[src/rtl/pwm_bank.sv]
// pwm_bank: multi-channel MMIO PWM with shared prescaled counter, edge/centre modes and shadowed duty/period
module pwm_bank #(
  parameter int CHANNELS = 3,
  parameter int WIDTH    = 8,
  parameter int PRE_W    = 8
) (
  input  logic                clk,
  input  logic                reset,
  input  logic                cs,
  input  logic                wren,
  input  logic [3:0]          adr,
  input  logic [31:0]         di,
  output logic [31:0]         dout,
  output logic [CHANNELS-1:0] out,
  output logic                wrap,
  output logic                irq
);
  logic en_q, en_d, mode_q, mode_d, irq_en_q, irq_en_d, flag_q, flag_d;
  logic dir_q, dir_d, wrap_q, wrap_d, tick, evt;
  logic [WIDTH-1:0] period_q, period_d, per_act_q, per_act_d, cnt_q, cnt_d;
  logic [PRE_W-1:0] pre_q, pre_d, psc_q, psc_d;
  logic [CHANNELS-1:0] pol_q, pol_d, out_q, out_d;
  logic [CHANNELS-1:0][WIDTH-1:0] duty_q, duty_d, duty_act_q, duty_act_d;
  logic [31:0] dout_q, dout_d, rdat;
  logic [15:0] wsel;
  logic unused_di;
  assign unused_di = ^di;
  assign wsel = (cs && wren) ? 16'd1 << adr : 16'd0;
  // bus writes into the programmable registers; a clear-on-write loses to a coincident event
  always_comb begin
    {irq_en_d, mode_d, en_d} = wsel[0] ? di[2:0] : {irq_en_q, mode_q, en_q};
    period_d = wsel[1] ? di[WIDTH-1:0] : period_q;
    pre_d = wsel[2] ? di[PRE_W-1:0] : pre_q;
    pol_d = wsel[5] ? di[CHANNELS-1:0] : pol_q;
    flag_d = evt | (flag_q & ~(wsel[3] & di[0]));
    for (int i = 0; i < CHANNELS; i++) duty_d[i] = wsel[8+i] ? di[WIDTH-1:0] : duty_q[i];
  end
  // prescaler and shared counter; a prescaler above a freshly lowered limit restarts without ticking
  always_comb begin
    tick = en_q && psc_q == pre_q;
    psc_d = (!en_q || psc_q >= pre_q) ? '0 : psc_q + PRE_W'(1);
    cnt_d = cnt_q;
    dir_d = dir_q;
    evt = 1'b0;
    if (!en_q) begin
      cnt_d = '0;
      dir_d = 1'b0;
    end else if (tick && !mode_q) begin
      evt = cnt_q >= per_act_q;
      cnt_d = evt ? '0 : cnt_q + WIDTH'(1);
    end else if (tick && per_act_q == '0) begin
      evt = 1'b1;
      cnt_d = '0;
      dir_d = 1'b0;
    end else if (tick && !dir_q) begin
      dir_d = cnt_q >= per_act_q;
      cnt_d = dir_d ? cnt_q - WIDTH'(1) : cnt_q + WIDTH'(1);
    end else if (tick) begin
      evt = cnt_q <= WIDTH'(1);
      cnt_d = evt ? '0 : cnt_q - WIDTH'(1);
      dir_d = !evt;
    end
  end
  // shadows follow the registers while idle and reload only at the period event while running
  always_comb begin
    per_act_d = (!en_q || evt) ? period_q : per_act_q;
    duty_act_d = (!en_q || evt) ? duty_q : duty_act_q;
    wrap_d = evt;
    for (int i = 0; i < CHANNELS; i++) out_d[i] = pol_q[i] ^ (en_q && cnt_q < duty_act_q[i]);
  end
  // read mux; anything unmapped or past the last channel reads as zero
  always_comb begin
    rdat = '0;
    case (adr)
      4'd0: rdat = {29'd0, irq_en_q, mode_q, en_q};
      4'd1: rdat = 32'(period_q);
      4'd2: rdat = 32'(pre_q);
      4'd3: rdat = {31'd0, flag_q};
      4'd4: rdat = 32'(cnt_q);
      4'd5: rdat = 32'(pol_q);
      default: ;
    endcase
    for (int i = 0; i < CHANNELS; i++) if (adr == 4'(8 + i)) rdat = 32'(duty_q[i]);
    dout_d = (cs && !wren) ? rdat : '0;
  end
  // state register
  always_ff @(posedge clk) begin
    if (reset) begin
      {en_q, mode_q, irq_en_q, flag_q, dir_q, wrap_q} <= '0;
      {period_q, per_act_q, cnt_q} <= '0;
      {pre_q, psc_q} <= '0;
      {pol_q, out_q} <= '0;
      duty_q <= '0;
      duty_act_q <= '0;
      dout_q <= '0;
    end else begin
      {en_q, mode_q, irq_en_q, flag_q, dir_q, wrap_q} <= {en_d, mode_d, irq_en_d, flag_d, dir_d, wrap_d};
      {period_q, per_act_q, cnt_q} <= {period_d, per_act_d, cnt_d};
      {pre_q, psc_q} <= {pre_d, psc_d};
      {pol_q, out_q} <= {pol_d, out_d};
      duty_q <= duty_d;
      duty_act_q <= duty_act_d;
      dout_q <= dout_d;
    end
  end
  assign dout = dout_q;
  assign out = out_q;
  assign wrap = wrap_q;
  assign irq = flag_q & irq_en_q;
endmodule

[config.mk]
export PLATFORM = sky130hd
export DESIGN_NAME = pwm_bank
export DESIGN_NICKNAME = d
export VERILOG_FILES = /design/src/rtl/pwm_bank.sv
export SDC_FILE = /design/constraint.sdc
export NUM_CORES = 1
export LEC_CHECK = 0
export CAP_MARGIN = 20
export CORE_MARGIN = 1
export CORE_UTILIZATION = 50
export DETAILED_ROUTE_END_ITERATION = 10
export GPL_ROUTABILITY_DRIVEN = 0
export PLACE_DENSITY = 0.76
export SLEW_MARGIN = 20
export SYNTH_ARGS = -nofsm -noshare
export SYNTH_HDL_FRONTEND = slang
export SYNTH_SLANG_ARGS = --single-unit
[constraint.sdc]
create_clock -name clk -period 2.26 [get_ports clk]
set_input_delay 0.226 -clock clk [delete_from_list [all_inputs] [get_ports clk]]
set_output_delay 0.226 -clock clk [all_outputs]
set_load 0.005 [all_outputs]
==> impl_metrics.tcl, run 1 <==
set metrics [dict create \
    status "finished, violations left" \
    violations "design-rule violations, negative setup slack" \
    wl_mm 17.4 \
    cp-start-kind "flop" \
    std_cell_rows 39 \
    power_mw 3.83 \
    yosysSeqAreaShare_pct 36.2 \
    holdWs_ns 0.122 \
    postCtsHoldBufs 0 \
    synth-edff-count 0 \
    cts_tree "built" \
    chipWidth_um 111 \
    root_buffer "clkbuf_16" \
    crit_family "compound AO/OA/AOI/OAI gates" \
    final_common_cell "dfxtp_1" \
    clk_latency_ns 0.35 \
    wl_per_cell_um 18.7 \
    clock_skew_ns 0.00850 \
    min_period_ns 2.31 \
    synthDistinctLibCells 57 \
    worstMarginPinSlew_ns 0.643 \
    slew_viol_final 0 \
    num_vias 5480 \
    p_int_mw 2.89 \
    seqPwrFrac_pct 50.1 \
    max_stage_delay_ns 0.45 \
    drt_pass1_iterations 9 \
    grt_pass1_vias 5312 \
    clock-sinks 108 \
    peakVddDrop_uv 425 \
    clock_power_share_pct 43.5 \
    die-area_sq_um 12400 \
    final_cell_mix "91 x dfxtp_1, 83 x nor2_1, 64 x nand2_1, 57 x a21oi_1, 57 x buf_4" \
    numCtsBuffers 9 \
    yosysWarnings 0 \
    antenna_found_initial 0 \
    switching_share_pct 24.5 \
    p_per_area_nw_per_um2 529 \
    p_leak_nw 3.02 \
    grt_pass1_wl_mm 26.4 \
    stdcell_area_sq_um 7240 \
    synthCells 714 \
    hold_path_class "input port to flop" \
    dieHeight_um 111 \
    maxSlewHeadroom_pct 56.0 \
    clockBufferDepth 2 \
    max_freq_ghz 0.433 \
    io-pin-count 77 \
    synthFlopType "dfxtp_1" \
    worstPathRequired_ns 2.48 \
    crit_path_max_fanout 6 \
    fin_crit_sh_pct 102 \
    grt_setup_unrepaired "yes" \
    final.setup.worst_slack_ns -0.0469 \
    pre_cts_slack_ns -0.0234 \
    path_class "flop to flop" \
    area_growth_syn_to_layout_pct 21.4 \
    worstPathArrival_ns 2.53 \
    cp_num_buf_inv 2 \
    syn_area_sq_um 5970 \
    initial_utilization_pct 51.8 \
    grt_max_degree 57 \
    cap_violations 0 \
    grt.overflow.total 0 \
    drive_above_1_share_pct 18.2 \
    clk_pin_slew_worst_paths_ns 0.08 \
    coreArea_sq_um 11500 \
    crit_chain "ha_1, or4_4, a21oi_4, o311a_4, o31ai_4, buf_6, clkbuf_16, mux2i_1, nor2_1" \
    drc 14 \
    hold_viol_final 0 \
    port_buffers 28 \
    n_fill_cell 922 \
    diodes 0 \
    htree_levels 3 \
    worstSetupEndpointType "flop" \
    power_frac_comb_pct 6.5 \
    power_switching_mw 0.939 \
    vias_per_cell 5.91 \
    avgSynthCellArea_sq_um 8.36 \
    detail-route-antenna-nets 0 \
    setup_viol 22 \
    fin_nets 860 \
    critPathSlowestCell "dfxtp_1" \
    async_reset_ff_share_pct 0 \
    postPlaceCellArea_sq_um 6570 \
    place_hpwl_mm 11.7 \
    first_iter_violations 505 \
    r2r_slack_ns -0.05 \
    ys_ff_latch 108 \
    grt_usage_pct 27.1 \
]
[power groups by stage]
stage	Combinational [mW]	Sequential [mW]	Clock, mW
after floorplan	0.155	1.96	0
after global routing	0.264	1.92	1.75
after CTS	0.230	1.92	1.68
after global placement	0.221	1.96	0
after detailed placement	0.226	1.96	0
final	0.248	1.92	1.67
[final timing paths]
| path | from | end | cells past startpoint |
|---|---|---|---|
| max | cnt_q[4] | duty_act_q[8] | 9 |
| min | reset | duty_act_q[3] | 2 |
| max reg2reg | cnt_q[4] | duty_act_q[8] | 9 |
| min reg2reg | duty_q[14] | duty_q[14] | 2 |
[state kept, by name, indices dropped and copies added, names as in the netlist, 8 cells and up]
signal,cells
dout,8
duty_act_q,24
per_act_q,8
period_q,8
duty_q,24
cnt_q,8
pre_q,8
psc_q,8
[cell families (layout without fill, tap and decap cells)]
| logic type | count (synthesis) | in the layout | synth area share [%] |
|---|---|---|---|
| xor gates and xnor gates | 16 | 16 | 2.35 |
| DFF | 108 | 108 | 36.2 |
| muxes | 58 | 58 | 9.79 |
| and+or+nand+nor | 236 | 236 | 18.3 |
| other | 1 | 24 | 0.0628 |
| AOI/OAI and AO/OA | 142 | 142 | 15.2 |
| buffers and inverters | 112 | 159 | 9.41 |
| adders and majority gates | 41 | 41 | 8.60 |
[synthesized netlist by cell type, drive strengths merged (10+ instances only)]
library cell	instances	area (sq um)
mux2i	55	551
nand2	64	240
ha	41	513
a21oi	60	300
a22oi	13	97.6
buf	32	262
nor2b	10	62.6
nor2	85	319
o21ai	24	120
nand3	34	170
dfxtp	108	2160
clkbuf	30	113
inv	50	188
[layer usage]
layer / share of wire (%) / GRT usage, % / vias to the layer above
met2: 47 / 44.9 / 315
met5: 0 / 0 / -
met4: 4.3 / 15.6 / 0
met3: 8.3 / 3.83 / 79
met1: 40 / 33.8 / 2548
li1: - / - / 2538
[what timing repair did]
item / 4_1_cts / 5_1_grt
resized for setup: 8 / 51
cloned: 1 / 2
pin swaps: 2 / 13
endpoints found under the setup margin: 35 / 39
setup buffers: 5 / 8
[per-stage QoR]
step / setup TNS [ns] / util (%) / cells
3_5_place_dp: -0.120 / 57.1 / 897
4_1_cts: -0.139 / 60.5 / 919
3_3_place_gp: 0 / 57.1 / 897
6_report: -0.443 / 62.9 / 927
5_1_grt: -3.11 / 62.9 / 927
2_1_floorplan: 0 / - / 737
[final cells by class]
| class | instances | area (sq um) | share of cell area, % |
|---|---|---|---|
| Clock buffer | 9 | 225 | 3.11 |
| Tap cell | 143 | 179 | 2.47 |
| Clock inverter | 7 | 91.3 | 1.26 |
| Inverter | 50 | 188 | 2.59 |
| Multi-Input combinational cell | 517 | 3530 | 48.7 |
| Timing Repair Buffer | 93 | 847 | 11.7 |
| Sequential cell | 108 | 2190 | 30.2 |
No activity file was read; power rests on OpenSTA's default activity.
==> run 2, diff against run 1 <==
--- a/config.mk
+++ b/config.mk
@@ -10,8 +10,9 @@
 export CORE_UTILIZATION = 50
 export DETAILED_ROUTE_END_ITERATION = 10
 export GPL_ROUTABILITY_DRIVEN = 0
-export PLACE_DENSITY = 0.76
+export PLACE_DENSITY = 0.73
 export SLEW_MARGIN = 20
 export SYNTH_ARGS = -nofsm -noshare
 export SYNTH_HDL_FRONTEND = slang
 export SYNTH_SLANG_ARGS = --single-unit
+export TNS_END_PERCENT = 50
==> constraint.sdc (replaced) <==
create_clock -name clk -period 2.9 [get_ports clk]
set_input_delay 0.29 -clock clk [delete_from_list [all_inputs] [get_ports clk]]
set_output_delay 0.29 -clock clk [all_outputs]
set_load 0.005 [all_outputs]
==> impl_metrics.tcl, run 2 (synthesis results as in run 1) <==
set metrics [dict create \
    status "finished, violations left" \
    violations "design-rule violations" \
    dieHeight_um 111 \
    cts_resized 0 \
    postCtsHoldBufs 0 \
    clockBufferDepth 2 \
    r2r_slack_ns 0.25 \
    holdCritStartpoint "reset" \
    hold_viol_final 0 \
    io-pin-count 77 \
    cap_violations 0 \
    first_iter_violations 442 \
    clock_power_share_pct 42.8 \
    setup-tns-final_ns 0 \
    grt_setup_unrepaired "no" \
    min_period_ns 2.65 \
    grt_max_degree 39 \
    detail-route-antenna-nets 0 \
    clk_pin_slew_worst_paths_ns 0.07 \
    dp_cells 870 \
    worstSetupEndpointType "flop" \
    crit_path_max_fanout 24 \
    pre_cts_slack_ns 0.300 \
    multi_input_area_sq_um 3330 \
    path_class "flop to flop" \
    grt_usage_pct 25.1 \
    p_leak_nw 2.75 \
    antenna_found_initial 0 \
    clk_latency_ns 0.35 \
    std_cell_rows 39 \
    final.setup.worst_slack_ns 0.251 \
    holdWs_ns 0.326 \
    chipWidth_um 111 \
    setup_viol 0 \
    p_int_mw 2.24 \
    r2r-end "duty_act_q[0]" \
    wl_per_cell_um 17.1 \
    power_frac_comb_pct 5.7 \
    die-area_sq_um 12400 \
    seqPwrFrac_pct 51.4 \
    maxSlewHeadroom_pct 55.3 \
    n_fill_cell 1015 \
    diodes 0 \
    drive_above_1_share_pct 7.01 \
    peakVddDrop_uv 319 \
    largestRegisters "duty_act_q (24), duty_q (24)" \
    r2r_cells 8 \
    vias_per_cell 5.75 \
    r2r-start "cnt_q[4]" \
    seqCellArea_sq_um 2160 \
    final_common_cell "dfxtp_1" \
    grt.overflow.total 0 \
    grt_pass1_wl_mm 24.4 \
    p_per_area_nw_per_um2 439 \
    place_hpwl_mm 11.3 \
    slew_viol_final 0 \
    grt_pass1_vias 4814 \
    cts_tree "built" \
    worstPathRequired_ns 3.13 \
    wl_mm 15.1 \
    stdcell_count 885 \
    cp-start-kind "flop" \
    worstPathArrival_ns 2.88 \
    fin_crit_sh_pct 91.3 \
    postCtsSetupBuffers 0 \
    initial_utilization_pct 51.8 \
    num_vias 5086 \
    whs_path_depth 2 \
    coreArea_sq_um 11500 \
    area_growth_syn_to_layout_pct 11.1 \
    worstMarginPinSlew_ns 0.667 \
    htree_levels 3 \
    final_cell_mix "108 x dfxtp_1, 85 x nor2_1, 64 x nand2_1, 60 x a21oi_1, 55 x mux2i_1" \
    port_buffers 28 \
    drc 13 \
    switching_share_pct 22.9 \
    fin_util_pct 57.6 \
    drt_pass1_iterations 8 \
    numCtsBuffers 9 \
    hold_path_class "input port to flop" \
    clock_skew_ns 0.00884 \
    root_buffer "clkbuf_16" \
    power_switching_mw 0.666 \
    max_freq_ghz 0.378 \
    fin_nets 819 \
    clock-sinks 108 \
    min_to "duty_act_q[14]" \
]
run 2: changes by cell type in the layout (fill, tap and decap cells not counted), sizes merged:
cell,before,now
buf,64,25
clkinvlp,1,0
inv,54,52
run 2: cell type report:
cell class / instances / area share [%]
Clock buffer: 11 / 3.66
Sequential cell: 108 / 32.6
Inverter: 50 / 2.83
Multi-Input combinational cell: 517 / 50.3
Clock inverter: 4 / 0.849
Timing Repair Buffer: 52 / 7.06
Tap cell: 143 / 2.70
run 2: critical path, cell delays in order, from the launching register on:
cell     delay (ns)
dfxtp_1        0.73
ha_1           0.27
or4_1          0.11
a21oi_1        0.07
o311a_1        0.46
o31ai_4        0.34
buf_12         0.25
mux2i_1        0.23
nor2_1         0.05
run 2: worst max-delay path by stage:
| stage | from | to | slack [ns] | depth (start not counted) |
|---|---|---|---|---|
| final | cnt_q[4] | duty_act_q[0] | 0.25 | 8 |
| after CTS | cnt_q[4] | duty_act_q[0] | 0.27 | 8 |
| after global placement | cnt_q[4] | duty_act_q[17] | 0.37 | 8 |
| after detailed placement | cnt_q[4] | duty_act_q[0] | 0.30 | 8 |
| after floorplan | cnt_q[0] | duty_act_q[15] | 0.40 | 10 |
| after global routing | cnt_q[4] | duty_act_q[19] | 0.05 | 8 |
run 2: through the flow:
| stage | total power [mW] | cell area [sq um] |
|---|---|---|
| final | 2.91 | 6630 |
| after global routing | 2.98 | 6630 |
| after CTS | 2.92 | 6630 |
| after detailed placement | 1.69 | 6330 |
| after global placement | 1.69 | 6330 |
| after floorplan | 1.65 | 6050 |
run 2: layer usage:
| layer | vias to the layer above | wire, um | track usage (%) |
|---|---|---|---|
| li1 | 2458 | - | - |
| met1 | 2346 | 6610 | 33.2 |
| met2 | 232 | 6880 | 40.0 |
| met3 | 50 | 1090 | 3.01 |
| met4 | 0 | 546 | 13.8 |
| met5 | - | 0 | 0 |
run 2: power by group through the flow:
stage | Clock [mW] | Combinational [mW] | Sequential, mW
after floorplan | 0 | 0.120 | 1.53
after global placement | 0 | 0.158 | 1.53
after detailed placement | 0 | 0.161 | 1.53
after global routing | 1.31 | 0.179 | 1.50
final | 1.25 | 0.166 | 1.50
after CTS | 1.26 | 0.163 | 1.50
==> run 3, diff against run 2 <==
--- a/config.mk
+++ b/config.mk
@@ -6,11 +6,13 @@
 export NUM_CORES = 1
 export LEC_CHECK = 0
 export CAP_MARGIN = 20
-export CORE_MARGIN = 1
+export CORE_MARGIN = 5
 export CORE_UTILIZATION = 50
+export CTS_BUF_LIST = sky130_fd_sc_hd__clkbuf_4 sky130_fd_sc_hd__clkbuf_8
 export DETAILED_ROUTE_END_ITERATION = 10
 export GPL_ROUTABILITY_DRIVEN = 0
 export PLACE_DENSITY = 0.73
+export SKIP_LAST_GASP = 1
 export SLEW_MARGIN = 20
 export SYNTH_ARGS = -nofsm -noshare
 export SYNTH_HDL_FRONTEND = slang
==> impl_metrics.tcl, run 3 (synthesis results as in run 1) <==
set metrics [dict create \
    status "finished, final reports clean" \
    setup_viol 0 \
    worstPathArrival_ns 2.90 \
    multi_input_area_sq_um 3330 \
    postCtsSetupBuffers 0 \
    stdcell_area_sq_um 6520 \
    crit_chain "ha_1, or4_1, a21oi_1, o31ai_1, o21ai_1, o221ai_1, a32o_1" \
    num_vias 5103 \
    clock-sinks 108 \
    grt.overflow.total 0 \
    final_cell_mix "108 x dfxtp_1, 85 x nor2_1, 64 x nand2_1, 60 x a21oi_1, 55 x mux2i_1" \
    hold_viol_final 0 \
    numCtsBuffers 9 \
    final_common_cell "dfxtp_1" \
    grt_pass1_vias 4866 \
    stdcell_count 888 \
    fin_crit_sh_pct 90.8 \
    postCtsHoldBufs 0 \
    slew_viol_final 0 \
    power_mw 2.60 \
    path_class "flop to flop" \
    worstPathRequired_ns 3.17 \
    wl_per_cell_um 17.2 \
    detail-route-antenna-nets 0 \
    hold_path_class "input port to flop" \
    worstSetupEndpointType "flop" \
    critPathSlowestCell "or4_1" \
    wl_mm 15.3 \
    p_per_area_nw_per_um2 399 \
    cp-start-kind "flop" \
    htree_levels 3 \
    postPlaceCellArea_sq_um 6320 \
    clock_skew_ns 0.00895 \
    crit_path_max_fanout 9 \
    cts_tree "built" \
    antenna_found_initial 0 \
    grt_setup_unrepaired "no" \
    place_hpwl_mm 11.2 \
    diodes 0 \
    max_stage_delay_ns 0.51 \
    drc 0 \
    seqCellArea_sq_um 2160 \
    clk_latency_ns 0.38 \
    pre_cts_slack_ns 0.341 \
    vias_per_cell 5.75 \
    io-pin-count 77 \
    cts_resized 0 \
    maxSlewHeadroom_pct 33.3 \
    clockBufferDepth 2 \
    setup-tns-final_ns 0 \
    final.setup.worst_slack_ns 0.266 \
    cp_num_buf_inv 0 \
    die-area_sq_um 14200 \
    grt_usage_pct 21.8 \
    first_iter_violations 393 \
    cap_violations 0 \
    dp_cells 872 \
    std_cell_rows 40 \
    chipWidth_um 119 \
    root_buffer "clkbuf_8" \
    fin_util_pct 55.0 \
    area_growth_syn_to_layout_pct 9.29 \
    grt_max_degree 44 \
    grt_pass1_wl_mm 24.7 \
    holdWs_ns 0.260 \
    min_period_ns 2.63 \
    drt_pass1_iterations 5 \
    fin_nets 817 \
    dieHeight_um 119 \
    initial_utilization_pct 50.3 \
    crit_family "compound AO/OA/AOI/OAI gates" \
    max_freq_ghz 0.380 \
    coreArea_sq_um 11900 \
    p_leak_nw 2.70 \
    drive_above_1_share_pct 7.02 \
    peakVddDrop_uv 248 \
    clk_pin_slew_worst_paths_ns 0.10 \
    worstMarginPinSlew_ns 0.991 \
    port_buffers 28 \
    largestRegisters "duty_act_q (24), duty_q (24)" \
    n_fill_cell 1099 \
]
-- run 3: final timing paths --
kind                            cells after the start             end  slack (ns)      from
worst max register to register                      7        cnt_q[2]        0.27  cnt_q[1]
worst max-delay path                                7        cnt_q[2]        0.27  cnt_q[1]
worst min-delay path                                2  duty_act_q[22]        0.26     reset
worst min register to register                      2        pre_q[1]        0.46  pre_q[1]
-- run 3: where the power goes --
group	switching [mW]	total [mW]	internal, mW
Sequential	0.00661	1.50	1.49
Clock	0.517	0.941	0.424
Combinational	0.111	0.168	0.0564
Total	0.635	2.60	1.97
-- run 3: final cells by class --
class	instances	share of cell area, %
tap	147	2.82
inverter	50	2.88
timing repair buffer	50	6.95
clock inverter	5	0.940
clock buffer	11	2.13
sequential	108	33.2
multi-input combinational	517	51.1
-- run 3: metal layers --
metal | share of wire, % | global-route usage (%)
met1 | 43 | 28.5
met2 | 47 | 36.6
met3 | 7.6 | 3.04
met4 | 2.1 | 7.68
met5 | 0 | 0
